$ cat config.mk
export PLATFORM = sky130hd
export DESIGN_NAME = rom_fetch_flat
export DESIGN_NICKNAME = d
export VERILOG_FILES = /design/src/rtl/rom_fetch_if.sv /design/src/rtl/rom_fetch.sv /design/src/flat_wrapper.sv
export SDC_FILE = /design/constraint.sdc
export NUM_CORES = 1
export LEC_CHECK = 0
export ABC_CLOCK_PERIOD_IN_PS = 17400
export BUFFER_PORTS_ARGS = -buffer_cell sky130_fd_sc_hd__buf_2
export CORE_MARGIN = 4
export CORE_UTILIZATION = 55
export CTS_CLUSTER_DIAMETER = 30
export DETAILED_ROUTE_END_ITERATION = 16
export GPL_ROUTABILITY_DRIVEN = 0
export PLACE_DENSITY_LB_ADDON = 0.12
export SETUP_SLACK_MARGIN = 0.15
export SYNTH_ARGS = -nofsm -noshare
export SYNTH_HDL_FRONTEND = slang
export SYNTH_SLANG_ARGS = --single-unit
$ cat constraint.sdc
create_clock -name clk -period 17.4 [get_ports clk]
set_input_delay 0.87 -clock clk [delete_from_list [all_inputs] [get_ports clk]]
set_output_delay 0.87 -clock clk [all_outputs]
set_load 0.1 [all_outputs]
$ cat src/rtl/rom_fetch_if.sv
// Fetch-unit bus: boot ROM read port, redirect input and the decode-side valid/ready output.
// The master modport is the fetch unit; the slave modport is the ROM/decode side.
interface rom_fetch_if #(
  parameter int ROM_W = 11
);
  logic [ROM_W-1:0] rom_adr;
  logic [31:0]      rom_dat;
  logic             redirect_valid;
  logic [31:0]      redirect_pc;
  logic             out_valid;
  logic             out_ready;
  logic [31:0]      out_pc;
  logic [31:0]      out_instr;
  logic             out_fault;

  modport master (
    output rom_adr, out_valid, out_pc, out_instr, out_fault,
    input  rom_dat, redirect_valid, redirect_pc, out_ready
  );

  modport slave (
    input  rom_adr, out_valid, out_pc, out_instr, out_fault,
    output rom_dat, redirect_valid, redirect_pc, out_ready
  );
endinterface

$ cat src/rtl/rom_fetch.sv
// Instruction fetch front end: PC, one-cycle ROM read in flight, 2-entry output buffer,
// redirect flush and halt-on-fault.
module rom_fetch #(
  parameter logic [31:0] RESET_PC = 32'h0000_0000,
  parameter int          ROM_SIZE = 8192
) (
  input  logic      clk,
  input  logic      rst,
  rom_fetch_if.master bus
);
  localparam int RomWidth = $clog2(ROM_SIZE / 4);

  logic [31:0] r_pc_p0;
  logic        r_vld_p1;
  logic [31:0] r_pc_p1;
  logic        r_fault_p1;
  logic [31:0] r_fifo_pc    [2];
  logic [31:0] r_fifo_instr [2];
  logic [1:0]  r_fifo_fault;
  logic        r_wr_ptr;
  logic        r_rd_ptr;
  logic [1:0]  r_count;
  logic        r_halted;

  logic        w_pop;
  logic        w_push;
  logic        w_issue;
  logic        w_pc_fault;
  logic [2:0]  w_occ;

  function automatic logic pc_fault(input logic [31:0] pc);
    return (pc[1:0] != 2'b00) || (pc[31:RomWidth+2] != '0);
  endfunction

  assign bus.rom_adr   = r_pc_p0[RomWidth+1:2];
  assign bus.out_valid = (r_count != 2'd0);
  assign bus.out_pc    = r_fifo_pc[r_rd_ptr];
  assign bus.out_instr = r_fifo_instr[r_rd_ptr];
  assign bus.out_fault = r_fifo_fault[r_rd_ptr];

  assign w_pop      = bus.out_valid && bus.out_ready;
  assign w_push     = r_vld_p1;
  assign w_pc_fault = pc_fault(r_pc_p0);
  // Occupancy after this cycle's pop, counting the read already in flight.
  assign w_occ      = {1'b0, r_count} + {2'b00, r_vld_p1} - {2'b00, w_pop};
  assign w_issue    = !rst && !bus.redirect_valid && !r_halted && (w_occ < 3'd2);

  always_ff @(posedge clk) begin
    if (rst) begin
      r_pc_p0         <= RESET_PC;
      r_vld_p1        <= 1'b0;
      r_pc_p1         <= '0;
      r_fault_p1      <= 1'b0;
      r_fifo_pc[0]    <= '0;
      r_fifo_pc[1]    <= '0;
      r_fifo_instr[0] <= '0;
      r_fifo_instr[1] <= '0;
      r_fifo_fault    <= '0;
      r_wr_ptr        <= 1'b0;
      r_rd_ptr        <= 1'b0;
      r_count         <= '0;
      r_halted        <= 1'b0;
    end else if (bus.redirect_valid) begin
      // The response landing this cycle belongs to the old stream and is dropped.
      r_pc_p0  <= bus.redirect_pc;
      r_vld_p1 <= 1'b0;
      r_wr_ptr <= 1'b0;
      r_rd_ptr <= 1'b0;
      r_count  <= '0;
      r_halted <= 1'b0;
    end else begin
      // p0 -> p1: address presented to the ROM this cycle
      r_vld_p1 <= w_issue;
      if (w_issue) begin
        r_pc_p1    <= r_pc_p0;
        r_fault_p1 <= w_pc_fault;
        r_pc_p0    <= r_pc_p0 + 32'd4;
        if (w_pc_fault) r_halted <= 1'b1;
      end
      // p1 -> buffer: ROM data captured alongside its PC
      if (w_push) begin
        r_fifo_pc[r_wr_ptr]    <= r_pc_p1;
        r_fifo_instr[r_wr_ptr] <= r_fault_p1 ? 32'h0 : bus.rom_dat;
        r_fifo_fault[r_wr_ptr] <= r_fault_p1;
        r_wr_ptr               <= ~r_wr_ptr;
      end
      if (w_pop) r_rd_ptr <= ~r_rd_ptr;
      r_count <= r_count + {1'b0, w_push} - {1'b0, w_pop};
    end
  end
endmodule

$ cat src/flat_wrapper.sv
// flat-port wrapper written by rule: the top's interface ports become plain ports
module rom_fetch_flat 
#(
  parameter logic [31:0] RESET_PC = 32'h0000_0000,
  parameter int          ROM_SIZE = 8192
)
  (clk, rst, bus_rom_adr, bus_out_valid, bus_out_pc, bus_out_instr, bus_out_fault, bus_rom_dat, bus_redirect_valid, bus_redirect_pc, bus_out_ready);
  rom_fetch_if bus_i ();
  input  logic clk;
  input  logic rst;
  output wire logic [$bits(bus_i.rom_adr)-1:0] bus_rom_adr;
  output wire logic [$bits(bus_i.out_valid)-1:0] bus_out_valid;
  output wire logic [$bits(bus_i.out_pc)-1:0] bus_out_pc;
  output wire logic [$bits(bus_i.out_instr)-1:0] bus_out_instr;
  output wire logic [$bits(bus_i.out_fault)-1:0] bus_out_fault;
  input wire logic [$bits(bus_i.rom_dat)-1:0] bus_rom_dat;
  input wire logic [$bits(bus_i.redirect_valid)-1:0] bus_redirect_valid;
  input wire logic [$bits(bus_i.redirect_pc)-1:0] bus_redirect_pc;
  input wire logic [$bits(bus_i.out_ready)-1:0] bus_out_ready;
  assign bus_rom_adr = bus_i.rom_adr;
  assign bus_out_valid = bus_i.out_valid;
  assign bus_out_pc = bus_i.out_pc;
  assign bus_out_instr = bus_i.out_instr;
  assign bus_out_fault = bus_i.out_fault;
  assign bus_i.rom_dat = bus_rom_dat;
  assign bus_i.redirect_valid = bus_redirect_valid;
  assign bus_i.redirect_pc = bus_redirect_pc;
  assign bus_i.out_ready = bus_out_ready;
  rom_fetch #(.RESET_PC(RESET_PC), .ROM_SIZE(ROM_SIZE)) u_core (.clk(clk), .rst(rst), .bus(bus_i));
endmodule
==> summary.txt, run 1 <==
Placed design
  – Dpl cells: 1136
  – Placed wire-length estimate: 12.7 mm
  – Port bufs: roughly 140

Hold path
  – Worst min-delay path startpoint: u_core.r_pc_p1[29]
  – Min-delay worst type: flop to flop

Timing
  – Final setup vio count: 0
  – Fin Setup TNS: 0 ns
  – Fin crit share: 0.211
  – Worst rel slew slack: 0.224
  – Slew Limit Fails: 0
  – Hold slack: 0.460 ns
  – Worst slew pin tran: around 1.2 ns
  – Final hold violation count: 0
  – Max Clock Freq: ~0.27 GHz
  – RSZ-0062 raised after global routing: no
  – Worst Skew: about 0.010 ns
  – Minimum clock period after layout: around 3.7 ns

Synthesis
  – Synth warn: 0
  – Unique masters post-synth: 50
  – Post-synthesis register bit count: around 200
  – Ys flop type: edfxtp_1
  – Ys async rst share: 0
  – Number of synthesized flops with an enable pin: approximately 130
  – Syn_area_per_cell: roughly 11 um^2
  – Top post-synthesis cells by area: edfxtp_1 (42%), dfxtp_1 (16%), mux2_2 (8.1%)
  – Yosys top cell by area: edfxtp_1
  – Syn_nets: about 910
  – Synthesized area: roughly 9100 um^2
  – Cells after Synth: ~840
  – Seq/Total Area, Yosys: 0.586
  – Top cell type's share of synthesized area: 0.423

Floorplan
  – Die X: between 100 and 150 um
  – Core area: 16100 um^2
  – Die area: approximately 19000 um^2
  – Initial Utilization: 0.565
  – Die Span Y: 136 um
  – Core Rows: 46
  – Number of I/O pins: 145

Setup path
  – Worst Setup SP: u_core.r_count[1]
  – CP endpoint kind: flop
  – Crit-path most repeated cell: or4_1
  – Critical Path Source Type: flop
  – CP Data Arrival Time: 4.10 ns
  – Buf/Inv on CP: 1
  – Crit-path cells: or2_2 > and2_1 > ha_1 > inv_1 > ha_1 > fa_1 > or4_1 > or4_1 > or4_1 > nand4_1
  – Worst reg2reg path startpoint: u_core.r_count[1]
  – CP max FO: 16
  – Slowest stage cell, crit path: or4_1
  – CP top delay family: simple AND/OR/NAND/NOR gates
  – Max incr delay on CP: roughly 0.73 ns
  – Critical Path RT: 17.82 ns
  – CP Class: flop to flop

Pwr
  – Static leakage: 4.38 nW
  – PD cells: 130 nW/um^2
  – Max VDD drop: between 0.08 and 0.09 mV

Clock network
  – Setup repair bufs after CTS: 0
  – Longest Clk Path Bufs: 3
  – Clk Latency, worst-skew pair: between 0.4 and 0.5 ns
  – Hold buffer count at CTS: 0
  – Clock sink total: 202
  – Num CTS Buffers: 37
  – CTS tree: yes
  – # resized after CTS: 0
  – Clock transition at path regs: 0.05 ns
  – H-tree depth: 2
  – Root buf cell: clkbuf_16

Flow run
  – Max-cap violations: 0

Drt
  – Final wirelength: 20.7 mm
  – Drt wl/cell: 17.2 um
  – DR vias/cell: 5.63
  – DRC Markers: 0
  – 1st-iter DRT viols: approximately 460
  – Drt pass-1 iters: 5
  – Routed Antenna Nets: 0
  – Vias: a little under 7000

Global route
  – GRT Overall Usage: 0.226
  – Grt total ovfl: 0
  – Initial antenna violation count: 1
  – Largest net degree at the start of global routing: 70
  – Vias in the first global route: about 6800
  – First-pass GRT wire length: between 30 and 40 mm

Finish
  – Area Overhead vs Synth: 22.7%
  – Fill count: approximately 1200
  – Final nets: approximately 1000
  – Finished Layout Cells: between 1000 and 1500
  – Layout cells sized above 1: 0.285

Run status
  – Status: complete, no violations
==> flip-flops by register name, indices dropped and copies added, names as in the netlist, named ones only <==
name	count
u_core.r_pc_p1	32
u_core.r_halted	1
u_core.r_fault_p1	1
u_core.r_fifo_instr	64
u_core.r_vld_p1	1
u_core.r_count	2
u_core.r_rd_ptr	1
u_core.r_wr_ptr	1
u_core.r_fifo_pc	64
u_core.r_fifo_fault	2
u_core.r_pc_p0	32
==> cells in the final DEF (no fill, tap or decap), types with 9 or more instances in the layout <==
master	count
buf_2	144
inv_1	12
dfxtp_1	73
or3_1	11
or4_1	22
nand2_1	122
nor3_1	11
o211ai_1	13
mux2_2	65
a31oi_1	21
nand4_1	9
nand3_1	15
and2_1	74
edfxtp_1	128
clkbuf_16	38
buf_4	9
nor2_1	70
a21oi_1	41
==> final timing paths <==
path | slack [ns] | end | depth (start not counted)
worst min register to register | 0.46 | u_core.r_pc_p1[29] | 2
worst min-delay path | 0.46 | u_core.r_pc_p1[29] | 2
worst max-delay path | 13.72 | u_core.r_pc_p0[31] | 10
worst max register to register | 13.72 | u_core.r_pc_p0[31] | 10
==> worst register-to-register path: stages (launching register included) <==
cell and delay, ns:
dfxtp_1 0.34, or2_2 0.32, and2_1 0.19, ha_1 0.28
inv_1 0.04, ha_1 0.18, fa_1 0.49, or4_1 0.73
or4_1 0.58, or4_1 0.40, nand4_1 0.08
==> through the flow <==
stage          area (um^2)  power (mW)   util  setup slack [ns]
4_1_cts              11100        1.46  0.693             13.72
3_3_place_gp          9860       0.734  0.614             13.50
3_5_place_dp          9860       0.738  0.614             13.45
2_1_floorplan         9080       0.702      -             10.79
6_report             11100        1.45  0.694             13.72
5_1_grt              11100        1.50  0.694             13.54
==> metal layers <==
layer,up-vias,share of wire,global-route usage
li1,3276,-,-
met3,40,0.074,0.0544
met4,0,0.020,0.0694
met5,-,0,0
met2,235,0.49,0.393
met1,3216,0.41,0.277
==> cells in the mapped netlist, types with 3 or more instances <==
library cell	count
o311ai_0	8
a22oi_1	4
or4_1	22
and3_1	7
mux2_2	65
and4_1	5
inv_1	12
nor2_1	70
buf_2	3
or3_1	11
ha_1	3
edfxtp_1	128
a21oi_1	41
nand3_1	15
and2_1	74
buf_4	11
o211ai_1	13
o221ai_1	6
nor4_1	5
nand4_1	9
dfxtp_1	74
nor3_1	11
nand2_1	123
o21ai_0	8
xnor2_1	3
clkbuf_1	55
a31oi_1	21
==> power breakdown <==
part	switching, mW	internal (mW)
logic	0.141	0.0377
clock network	0.225	0.496
registers	0.0171	0.534
==> area by class of cell <==
| cell class | instances | area (um^2) | area share |
|---|---|---|---|
| inverters | 14 | 52.6 | 0.00472 |
| well taps | 216 | 270 | 0.0243 |
| flip-flops and latches | 202 | 5330 | 0.478 |
| repair buffers | 153 | 788 | 0.0708 |
| multi-input cells | 551 | 3430 | 0.308 |
| diodes | 1 | 2.50 | 0.000225 |
| clock buffers | 51 | 1050 | 0.0942 |
| clock inverters | 14 | 223 | 0.0200 |
==> cell families after synthesis <==
family,share of synthesized area
adder cells (fa/ha/maj),0.00634
multiplexers,0.0828
XOR/XNOR,0.00386
buffers and inverters,0.0397
flip-flops,0.586
AND/OR/NAND/NOR,0.194
AO/OA/AOI/OAI,0.0868
Note: power is estimated with default switching activity, not from simulation.
==> inputs of run 2 (changes only) <==
- ABC_AREA: not set -> 1
- ABC_CLOCK_PERIOD_IN_PS: 17400 -> 3100
- CORE_UTILIZATION: 55 -> 51
- clock period: 17.4 -> 3.1 ns (I/O delays scaled with it)
==> summary.txt, run 2 <==
Timing
  – Minimum clock period after layout: 2.78 ns (was 3.68 ns)
  – Worst rel slew slack: 0.485 (was 0.224)
  – Max Clock Freq: 0.359 GHz (was 0.272 GHz)
  – Fin crit share: 0.898 (was 0.211)
  – Final hold violation count: 0 (unchanged)
  – Worst Skew: 0.0107 ns (was 0.0104 ns)
  – Worst slew pin tran: 0.772 ns (was 1.15 ns)
  – Fin Setup TNS: 0 ns (unchanged)
  – RSZ-0062 raised after global routing: yes (was no)
  – Slew Limit Fails: 0 (unchanged)
  – Final setup vio count: 0 (unchanged)

Clock network
  – Clk Latency, worst-skew pair: 0.50 ns (was 0.48 ns)
  – Root buf cell: clkbuf_16 (unchanged)
  – Clock sink total: 202 (unchanged)
  – CTS tree: yes (unchanged)
  – H-tree depth: 2 (unchanged)
  – Setup repair bufs after CTS: 0 (unchanged)
  – Longest Clk Path Bufs: 3 (unchanged)
  – Num CTS Buffers: 39 (was 37)
  – Clock transition at path regs: 0.05 ns (about the same)

Global route
  – Vias in the first global route: 7036 (was 6837)
  – Grt total ovfl: 0 (unchanged)
  – Largest net degree at the start of global routing: 67 (was 70)
  – First-pass GRT wire length: 35.0 mm (was 33.7 mm)
  – Initial antenna violation count: 0 (was 1)
  – GRT Overall Usage: 0.211 (was 0.226)

Setup path
  – Worst reg2reg path startpoint: u_core.r_count[1] (unchanged)
  – CP max FO: 15 (was 16)
  – Reg2reg path depth: 17 (was 10)
  – CP Class: flop to flop (unchanged)
  – R2R setup slack: 0.32 ns (was 13.72 ns)
  – Critical Path RT: 3.54 ns (was 17.82 ns)
  – CP Data Arrival Time: 3.23 ns (was 4.10 ns)
  – Critical Path Source Type: flop (unchanged)
  – RR Endpoint: u_core.r_pc_p0[21] (was u_core.r_pc_p0[31])
  – CP endpoint kind: flop (unchanged)

Floorplan
  – Core area: 18000 um^2 (was 16100 um^2)
  – Number of I/O pins: 145 (unchanged)
  – Die X: 143 um (was 136 um)
  – Die area: 20600 um^2 (was 18600 um^2)
  – Initial Utilization: 0.519 (was 0.565)
  – Core Rows: 49 (was 46)
  – Die Span Y: 143 um (was 136 um)

Finish
  – Fill count: 1506 (was 1207)
  – Most frequent cells in the layout: nand2_1 (150), buf_2 (144), nor2_1 (135), inv_1 (134), edfxtp_1 (128) (was buf_2 (144), edfxtp_1 (128), nand2_1 (122), and2_1 (74), dfxtp_1 (73))
  – Layout cells sized above 1: 0.264 (was 0.285)
  – Antenna cells: 0 (was 1)
  – Largest regs: u_core.r_fifo_instr (64), u_core.r_fifo_pc (64) (unchanged)
  – Most common cell after layout, fill and taps aside: nand2_1 (was buf_2)
  – Post-layout util: 0.653 (was 0.694)
  – Final nets: 1230 (was 1031)
  – Area Overhead vs Synth: 25.7% (was 22.7%)

Synthesis
  – Synthesized area: 9360 um^2 (was 9080 um^2)
  – Top cell type's share of synthesized area: 0.411 (was 0.423)
  – Count leader, synth: nand2_1 (was edfxtp_1)
  – Ys async rst share: 0 (unchanged)
  – Seq/Total Area, Yosys: 0.569 (was 0.586)
  – Synth warn: 0 (unchanged)
  – Post-synthesis register bit count: 202 (unchanged)
  – Unique masters post-synth: 30 (was 50)
  – Yosys top cell by area: edfxtp_1 (unchanged)
  – Syn_nets: 1074 (was 909)
  – Ys flop type: edfxtp_1 (unchanged)
  – Cells after Synth: 1002 (was 837)
  – Top post-synthesis cells by area: edfxtp_1 (41%), dfxtp_1 (16%), mux2_2 (7.7%) (was edfxtp_1 (42%), dfxtp_1 (16%), mux2_2 (8.1%))
  – Synth top cells by count: nand2_1 (155), nor2_1 (145), inv_1 (134) (was edfxtp_1 (128), nand2_1 (123), and2_1 (74), dfxtp_1 (74), nor2_1 (70))
  – Syn_area_per_cell: 9.34 um^2 (was 10.8 um^2)
  – Number of synthesized flops with an enable pin: 128 (unchanged)

Pwr
  – Static leakage: 5.04 nW (was 4.38 nW)
  – Max VDD drop: 0.933 mV (was 0.0837 mV)
  – PD cells: 714 nW/um^2 (was 130 nW/um^2)

Drt
  – Final wirelength: 22.0 mm (was 20.7 mm)
  – DR vias/cell: 5.08 (was 5.63)
  – Drt wl/cell: 15.5 um (was 17.2 um)
  – Routed Antenna Nets: 0 (unchanged)
  – DRC Markers: 0 (unchanged)
  – 1st-iter DRT viols: 434 (was 456)
  – Vias: 7197 (was 6767)
  – Drt pass-1 iters: 5 (unchanged)

Flow run
  – Max-cap violations: 0 (unchanged)

Run status
  – Status: complete, no violations (unchanged)

Hold path
  – Worst hold path endpoint: u_core.r_pc_p0[18] (was u_core.r_pc_p1[29])
  – Hold depth: 5 (was 2)
  – Worst min-delay path startpoint: bus_redirect_pc[18] (was u_core.r_pc_p1[29])
  – Min-delay worst type: primary input to flop (was flop to flop)

Placed design
  – Port bufs: 144 (unchanged)
  – Placed wire-length estimate: 14.1 mm (was 12.7 mm)
==> run 2: what timing repair did <==
| item | 4_1_cts | 5_1_grt |
|---|---|---|
| setup endpoints to repair | 0 | 34 |
| resized for setup | 0 | 14 |
| endpoints found under the hold margin | 17 | 0 |
| hold buffers | 16 | 0 |
==> run 2: routing by layer <==
layer,GRT usage,vias to the layer above,routed length (um)
li1,-,3626,-
met1,0.285,3338,9880
met2,0.352,208,10400
met3,0.0403,25,1380
met4,0.0565,0,307
met5,0,-,0
==> run 2: where the power goes <==
| group | switching, mW | total, mW | internal (mW) |
|---|---|---|---|
| sequential | 0.0888 | 3.10 | 3.01 |
| clock | 1.36 | 4.23 | 2.87 |
| combinational | 0.825 | 1.07 | 0.249 |
| total | 2.28 | 8.41 | 6.13 |
==> run 2: area by class of cell <==
class / count / area, um^2 / area share
clock buffer: 47 / 1030 / 0.0873
clock inverter: 25 / 310 / 0.0264
inverter: 137 / 527 / 0.0448
multi-input combinational: 601 / 3220 / 0.274
sequential: 202 / 5330 / 0.453
tap: 229 / 287 / 0.0243
timing repair buffer: 177 / 1070 / 0.0907
==> run 2: logic make-up (layout without fill, tap and decap cells) <==
kind of cell	count (synthesis)	in the layout	synth area share
AOI/OAI and AO/OA	85	85	0.0508
xor gates and xnor gates	7	7	0.00655
adders and majority gates	4	4	0.00615
buffers and inverters	199	386	0.0917
DFF	202	202	0.569
muxes	64	64	0.0770
and+or+nand+nor	441	441	0.199
==> run 2: critical path, cell delays in order (launching register included) <==
cell	delay [ns]
dfxtp_1	0.32
or2_2	0.32
nand2_2	0.09
inv_1	0.05
ha_1	0.26
inv_1	0.04
ha_1	0.18
fa_1	0.44
inv_1	0.08
nand2_1	0.06
nor2_2	0.12
nand2_4	0.12
buf_4	0.22
nor2_2	0.14
nand3_1	0.09
nand3b_1	0.10
nand2_1	0.05
inv_1	0.06
==> run 2: worst max path at each step <==
stage	startpoint	to	slack (ns)	depth (start not counted)
floorplan	u_core.r_count[1]	u_core.r_pc_p0[11]	0.21	16
global placement	u_core.r_count[1]	u_core.r_pc_p0[10]	0.30	17
detailed placement	u_core.r_count[1]	u_core.r_pc_p0[10]	0.26	17
CTS	u_core.r_count[1]	u_core.r_pc_p0[10]	0.23	17
global route	u_core.r_count[1]	u_core.r_pc_p0[10]	0.12	17
finish	u_core.r_count[1]	u_core.r_pc_p0[21]	0.32	17
==> run 2: metrics by stage <==
step / instance area, um^2 / setup slack [ns] / hold WS, ns / cells / power [mW]
2_1_floorplan: 9360 / 0.214 / 0.290 / 1002 / 3.98
3_3_place_gp: 10200 / 0.300 / 0.376 / 1329 / 4.18
3_5_place_dp: 10200 / 0.262 / 0.381 / 1329 / 4.19
4_1_cts: 11700 / 0.234 / 0.00145 / 1417 / 8.46
5_1_grt: 11800 / 0.122 / 0.00956 / 1418 / 8.72
6_report: 11800 / 0.318 / 0.0217 / 1418 / 8.41
